$ cat config.mk
export PLATFORM = sky130hd
export DESIGN_NAME = spi_master_mc
export DESIGN_NICKNAME = d
export VERILOG_FILES = /design/src/rtl/spi_pkg.sv /design/src/rtl/spi_clk_gen.sv /design/src/rtl/spi_master_mc.sv
export SDC_FILE = /design/constraint.sdc
export NUM_CORES = 1
export LEC_CHECK = 0
export CAP_MARGIN = 0
export CORE_MARGIN = 5
export CORE_UTILIZATION = 46
export DETAILED_ROUTE_END_ITERATION = 10
export PLACE_DENSITY = 0.69
export SYNTH_ARGS = -nofsm -noshare
export SYNTH_HDL_FRONTEND = slang
export SYNTH_SLANG_ARGS = --single-unit
$ cat constraint.sdc
create_clock -name i_sys_clk -period 3.8 [get_ports i_sys_clk]
set_input_delay 0.38 -clock i_sys_clk [delete_from_list [all_inputs] [get_ports i_sys_clk]]
set_output_delay 0.38 -clock i_sys_clk [all_outputs]
set_load 0.1 [all_outputs]
$ cat src/rtl/spi_pkg.sv
// Shared types and config-field offsets for the multi-slave SPI master.
package spi_pkg;

   typedef enum logic [2:0] {
      IDLE,
      SETUP,
      TRANSFER,
      HOLD,
      DONE
   } spi_state_e;

   // Encoded as {cpol, cpha}
   typedef enum logic [1:0] {
      MODE0,
      MODE1,
      MODE2,
      MODE3
   } spi_mode_e;

   localparam int CFG_CPOL   = 0;
   localparam int CFG_CPHA   = 1;
   localparam int CFG_LSB    = 2;
   localparam int CFG_SS_LSB = 3;

endpackage

$ cat src/rtl/spi_clk_gen.sv
// Half-period divider: ticks every clk_div+1 cycles while enabled and
// classifies permitted SCK edges as leading or trailing.
module spi_clk_gen #(
   parameter int DIV_W = 8
) (
   input  logic             clk,
   input  logic             rst_n,
   input  logic             en,
   input  logic             edge_en,
   input  logic [DIV_W-1:0] clk_div,
   output logic             tick,
   output logic             lead_stb,
   output logic             trail_stb
);

   logic [DIV_W-1:0] cnt_q, cnt_d;
   logic             phase_q, phase_d;

   always_comb begin
      tick      = en && (cnt_q == clk_div);
      lead_stb  = tick && edge_en && !phase_q;
      trail_stb = tick && edge_en && phase_q;
      cnt_d     = '0;
      phase_d   = 1'b0;
      if (en) begin
         cnt_d   = tick ? '0 : cnt_q + 1'b1;
         phase_d = phase_q ^ (tick && edge_en);
      end
   end

   always_ff @(posedge clk) begin
      if (!rst_n) begin
         cnt_q   <= '0;
         phase_q <= 1'b0;
      end else begin
         cnt_q   <= cnt_d;
         phase_q <= phase_d;
      end
   end

endmodule

$ cat src/rtl/spi_master_mc.sv
// Multi-slave SPI master: one DATA_W-bit word per transfer, any CPOL/CPHA,
// per-transfer bit order, divider and slave select.
module spi_master_mc
   import spi_pkg::*;
#(
   parameter int  DATA_W = 8,
   parameter int  NUM_SS = 3,
   parameter int  DIV_W  = 8,
   localparam int SS_W   = (NUM_SS > 1) ? $clog2(NUM_SS) : 1,
   localparam int CFG_W  = 3 + SS_W + DIV_W
) (
   input  logic              i_sys_clk,
   input  logic              i_sys_rst,
   input  logic [DATA_W-1:0] i_data,
   input  logic [CFG_W-1:0]  i_data_config,
   input  logic              i_trans_en,
   input  logic              i_miso,
   output logic              o_mosi,
   output logic              o_sck,
   output logic [NUM_SS-1:0] o_ss_n,
   output logic [DATA_W-1:0] o_data,
   output logic              o_busy,
   output logic              o_interrupt,
   output logic              o_err
);

   localparam int               CNT_W     = $clog2(2 * DATA_W) + 1;
   localparam logic [CNT_W-1:0] LAST_EDGE = CNT_W'(2 * DATA_W);

   spi_state_e        state_q, state_d;
   spi_mode_e         mode_q, mode_d;
   logic              lsb_q, lsb_d;
   logic [DIV_W-1:0]  div_q, div_d;
   logic [DATA_W-1:0] tx_q, tx_d, rx_q, rx_d, data_q, data_d;
   logic [CNT_W-1:0]  edge_cnt_q, edge_cnt_d;
   logic              sck_q, sck_d, mosi_q, mosi_d;
   logic              busy_q, busy_d, intr_q, intr_d, err_q, err_d;
   logic [NUM_SS-1:0] ss_n_q, ss_n_d;

   logic              cfg_cpol, cfg_cpha, cfg_lsb, req_ok;
   logic [SS_W-1:0]   cfg_ss;
   logic [DIV_W-1:0]  cfg_div;
   logic              cpha, clk_en, edge_en, edges_done;
   logic              tick, lead_stb, trail_stb, sample, shift;

   function automatic logic first_bit(input logic [DATA_W-1:0] w, input logic lsb);
      return lsb ? w[0] : w[DATA_W-1];
   endfunction

   function automatic logic [DATA_W-1:0] shift_tx(input logic [DATA_W-1:0] w, input logic lsb);
      return lsb ? (w >> 1) : (w << 1);
   endfunction

   assign cfg_cpol = i_data_config[CFG_CPOL];
   assign cfg_cpha = i_data_config[CFG_CPHA];
   assign cfg_lsb  = i_data_config[CFG_LSB];
   assign cfg_ss   = i_data_config[CFG_SS_LSB +: SS_W];
   assign cfg_div  = i_data_config[CFG_SS_LSB + SS_W +: DIV_W];
   assign req_ok   = i_trans_en && (int'(cfg_ss) < NUM_SS);

   assign cpha       = (mode_q == MODE1) || (mode_q == MODE3);
   assign edges_done = (edge_cnt_q == LAST_EDGE);
   assign clk_en     = (state_q == SETUP) || (state_q == TRANSFER) || (state_q == HOLD);
   // The end of SETUP produces the first edge; TRANSFER stops edging after 2*DATA_W.
   assign edge_en    = (state_q == SETUP) || ((state_q == TRANSFER) && !edges_done);

   spi_clk_gen #(.DIV_W(DIV_W)) u_clk_gen (
      .clk       (i_sys_clk),
      .rst_n     (i_sys_rst),
      .en        (clk_en),
      .edge_en   (edge_en),
      .clk_div   (div_q),
      .tick      (tick),
      .lead_stb  (lead_stb),
      .trail_stb (trail_stb)
   );

   // CPHA=0 already put bit 0 out at accept, so the final trailing edge has nothing to shift.
   assign sample = cpha ? trail_stb : lead_stb;
   assign shift  = cpha ? lead_stb
                        : (trail_stb && (edge_cnt_q != LAST_EDGE - 1'b1));

   always_ff @(posedge i_sys_clk) begin
      if (!i_sys_rst) state_q <= IDLE;
      else            state_q <= state_d;
   end

   always_comb begin
      state_d = state_q;
      unique case (state_q)
         IDLE:     if (req_ok) state_d = SETUP;
         SETUP:    if (tick) state_d = TRANSFER;
         TRANSFER: if (tick && edges_done) state_d = HOLD;
         HOLD:     if (tick) state_d = DONE;
         DONE:     state_d = IDLE;
         default:  state_d = IDLE;
      endcase
   end

   always_comb begin
      mode_d     = mode_q;
      lsb_d      = lsb_q;
      div_d      = div_q;
      tx_d       = tx_q;
      rx_d       = rx_q;
      data_d     = data_q;
      edge_cnt_d = edge_cnt_q;
      sck_d      = sck_q;
      mosi_d     = mosi_q;
      ss_n_d     = ss_n_q;
      busy_d     = busy_q;
      intr_d     = 1'b0;
      err_d      = 1'b0;

      if (state_q == IDLE && i_trans_en) begin
         if (req_ok) begin
            mode_d     = spi_mode_e'({cfg_cpol, cfg_cpha});
            lsb_d      = cfg_lsb;
            div_d      = cfg_div;
            rx_d       = '0;
            edge_cnt_d = '0;
            sck_d      = cfg_cpol;
            busy_d     = 1'b1;
            for (int i = 0; i < NUM_SS; i++) ss_n_d[i] = (int'(cfg_ss) != i);
            if (!cfg_cpha) begin
               mosi_d = first_bit(i_data, cfg_lsb);
               tx_d   = shift_tx(i_data, cfg_lsb);
            end else begin
               tx_d   = i_data;
            end
         end else begin
            err_d = 1'b1;
         end
      end

      if (lead_stb || trail_stb) begin
         sck_d      = !sck_q;
         edge_cnt_d = edge_cnt_q + 1'b1;
      end
      if (sample) rx_d = lsb_q ? {i_miso, rx_q[DATA_W-1:1]} : {rx_q[DATA_W-2:0], i_miso};
      if (shift) begin
         mosi_d = first_bit(tx_q, lsb_q);
         tx_d   = shift_tx(tx_q, lsb_q);
      end

      if (state_q == HOLD && tick) begin
         data_d = rx_q;
         intr_d = 1'b1;
         ss_n_d = '1;
      end
      if (state_q == DONE) busy_d = 1'b0;
   end

   always_ff @(posedge i_sys_clk) begin
      if (!i_sys_rst) begin
         mode_q     <= MODE0;
         lsb_q      <= 1'b0;
         div_q      <= '0;
         tx_q       <= '0;
         rx_q       <= '0;
         data_q     <= '0;
         edge_cnt_q <= '0;
         sck_q      <= 1'b0;
         mosi_q     <= 1'b0;
         ss_n_q     <= '1;
         busy_q     <= 1'b0;
         intr_q     <= 1'b0;
         err_q      <= 1'b0;
      end else begin
         mode_q     <= mode_d;
         lsb_q      <= lsb_d;
         div_q      <= div_d;
         tx_q       <= tx_d;
         rx_q       <= rx_d;
         data_q     <= data_d;
         edge_cnt_q <= edge_cnt_d;
         sck_q      <= sck_d;
         mosi_q     <= mosi_d;
         ss_n_q     <= ss_n_d;
         busy_q     <= busy_d;
         intr_q     <= intr_d;
         err_q      <= err_d;
      end
   end

   assign o_mosi      = mosi_q;
   assign o_sck       = sck_q;
   assign o_ss_n      = ss_n_q;
   assign o_data      = data_q;
   assign o_busy      = busy_q;
   assign o_interrupt = intr_q;
   assign o_err       = err_q;

endmodule

==> reports/qor.yml <==
cts:
  cts_buffers: 9
  cts-root-buf: "clkbuf_8"
  post_cts_buffers: 0
  tritoncts: "built"
  cts.reportedPaths.clkPinSlew_ns: 0.07
  ctsResizeCount: 0
  cts.sinks: 59
  insertion_delay_ns: 0.34
  postCtsHoldBufs: 0
  clockBufferDepth: 2
  cts_max_level: 3
yosys:
  synth-seq-cells: 59
  synth_top_family_by_area: "simple AND/OR/NAND/NOR gates"
  synthArstFlopShare_pct: 0
  synth_ff_type: "dfxtp_1"
  mappedNetlistArea_mm2: 0.00296
  ys_types: 52
  synth_top_cell_area_share_pct: 39.9
  synthAdderAreaFrac_pct: 2.54
  syn_area_per_cell_um2: 8.56
  synth_edf_count: 0
  synth-xor-area-share_pct: 4.14
  synth_area_leaders: "dfxtp_1 40%, mux2i_1 8.5%, nand2_1 7.4%"
  netlist_instances: 346
  syn_nets: 377
  synth_largest_area_cell: "dfxtp_1"
  synth_compound_area_share_pct: 15.9
  yosysSeqAreaShare_pct: 39.9
  synthMuxAreaShare_pct: 11.1
  yosys_warnings: 0
  synth_simple_gate_area_share_pct: 21.9
route:
  viasPerCell: 5.44
  via_count: 2508
  wl_um: 6670
  ant_nets: 0
  dr.pass1.iters: 4
  drc: 0
  drt-wirelength-per-cell_um: 14.5
  drtIter0Drc: 128
finish:
  seqCellArea_mm2: 0.00118
  syn_to_final_growth_pct: 20.3
  fin_area_mm2: 0.00356
  final_nets: 410
  drive_gt1_share_pct: 8.85
  n_fill_cell: 582
  diodes: 0
  mostFrequentLayoutCell: "dfxtp_1"
  multi_input_area_mm2: 0.00165
  layout_common_cells: "59 x dfxtp_1, 58 x nand2_1, 40 x clkdlybuf4s50_1"
floorplan:
  ios: 41
  die_y_um: 90.2
  start_util_pct: 46.9
  fp.dieArea_mm2: 0.00814
  core_mm2: 0.00631
  die_w_um: 90.2
  rows: 29
critical_path:
  r2r_cells: 9
  critPathArrivalTime_ns: 3.41
  cp-start-kind: "flop"
  slowest_delay_ns: 0.55
  worstReg2RegEnd: "tx_q[7]$_SDFFE_PN0P_"
  cp_slowest_cell: "or3b_2"
  crit_path_end_kind: "flop"
  reg2reg_slack_ns: 0.66
  cp_max_fo: 18
  path_cells: "o21bai_1 -> or2_1 -> nor4_4 -> nor3b_1 -> ha_1 -> nor3b_1 -> a21oi_1 -> or3b_2 -> a21oi_1"
  crit_type: "reg -> reg"
  cp.required_ns: 4.07
  crit_end: "tx_q[7]$_SDFFE_PN0P_"
  r2r_start: "state_q[1]$_SDFFE_PN0P_"
  crit_start: "state_q[1]$_SDFFE_PN0P_"
sta:
  fmax_mhz: 318
  period_minus_slack_ns: 3.14
  period_share_pct: 82.7
  clock_skew_ns: 0.00695
  slew_violations: 0
  rsz0062_at_grt: "no"
  tns_ns: 0
  tightest_slew_ns: 1.22
  final_hold_viol_count: 0
  relSlewSlack_pct: 16.5
  setup_viol: 0
power:
  power_frac_comb_pct: 16.8
  p_per_area_mw_per_mm2: 395
  ir_drop_v: 0.000206
  design_power_total_mw: 1.41
  swShare_pct: 28.5
  pwr-share-clk_pct: 35.9
  p_leak_nw: 1.24
  p_int_mw: 1.01
  power_switching_uw: 402
  seqPwrFrac_pct: 47.3
global_route:
  gr-total-overflow: 0
  grt_pass1_wl_um: 11400
  grt_pass1_vias: 2358
  antenna_found_initial: 0
  grt_max_degree: 29
  grt_usage_pct: 16.8
placed_design:
  dp_hpwl_um: 4680
  post_dp_cell_area_mm2: 0.00339
  place.gp.congestion: 0.825
  port_buffers: 40
flow_run:
  cap_violations: 0
outcome:
  outcome: "finished, final reports clean"
hold_path:
  holdCritStartpoint: "o_data[5]$_SDFFE_PN0P_"
  worstHoldPathType: "reg -> reg"
  whs_path_depth: 2
[power groups by stage]
stage	registers, mW	logic (mW)	clock network, mW
3_5_place_dp	0.680	0.236	0
2_1_floorplan	0.709	0.139	0
6_report	0.666	0.236	0.506
5_1_grt	0.670	0.257	0.553
3_3_place_gp	0.679	0.233	0
4_1_cts	0.666	0.237	0.517
[sequential cells by signal, indices dropped and copies added (netlist names), 3 cells and up]
| name | count |
|---|---|
| div_q | 8 |
| edge_cnt_q | 5 |
| o_data | 8 |
| o_ss_n | 3 |
| rx_q | 8 |
| state_q | 3 |
| tx_q | 8 |
| u_clk_gen.cnt_q | 8 |
[worst max-delay path: cells and delay by family, from the launching register on]
kind,cells,cell delay [ns]
adders and majority gates,1,0.25
AOI/OAI and AO/OA,3,0.51
and+or+nand+nor,5,1.81
DFF,1,0.50
[per-stage QoR]
| stage | setup slack [ns] | hold WS (ns) | std cells | util, % |
|---|---|---|---|---|
| 6_report | 0.659 | 0.459 | 461 | 56.4 |
| 5_1_grt | 0.316 | 0.474 | 461 | 56.4 |
| 4_1_cts | 0.655 | 0.462 | 461 | 56.4 |
| 3_5_place_dp | 0.679 | 0.445 | 445 | 53.7 |
| 3_3_place_gp | 0.757 | 0.447 | 445 | 53.7 |
| 2_1_floorplan | 1.18 | 0.438 | 346 | - |
[cell type report]
cell class	instances	share of cell area (%)
tap	77	2.71
inverter	7	0.738
clock inverter	2	0.281
clock buffer	14	4.57
sequential	59	33.2
multi-input combinational	258	46.5
timing repair buffer	44	12.1
[worst min path at each step]
stage | to
final | o_data[5]$_SDFFE_PN0P_
after global routing | o_data[0]$_SDFFE_PN0P_
after CTS | o_data[5]$_SDFFE_PN0P_
after detailed placement | o_data[2]$_SDFFE_PN0P_
after global placement | o_data[7]$_SDFFE_PN0P_
after floorplan | edge_cnt_q[3]$_SDFFE_PN0P_
[metal layers]
metal / up-vias / GRT usage (%) / part of all wire (%)
met1: 1150 / 23.1 / 48
met2: 62 / 24.9 / 44
met3: 11 / 5.51 / 6.0
met4: 0 / 5.21 / 1.6
li1: 1285 / - / -
met5: - / 0 / 0
[cell usage after synthesis (all sizes together) (3+ instances only)]
cell type	number
nand2	58
nand3	6
nor3b	4
ha	6
or3b	3
inv	7
a21oi	24
mux2i	25
o2111ai	7
nor4b	3
mux2	7
o211ai	3
a211oi	3
o21ai	16
a31oi	12
dfxtp	59
buf	8
clkbuf	14
nor2	31
nor3	9
xor2	3
nor4	3
xnor2	11
[logic make-up (layout without fill, tap and decap cells)]
group                    Yosys count  count (layout)
AND/OR/NAND/NOR                  132             132
AO/OA/AOI/OAI                     74              74
flip-flops                        59              59
multiplexers                      32              32
buffers and inverters             29              67
XOR/XNOR                          14              14
adder cells (fa/ha/maj)            6               6
Note: power is estimated with default switching activity, not from simulation.
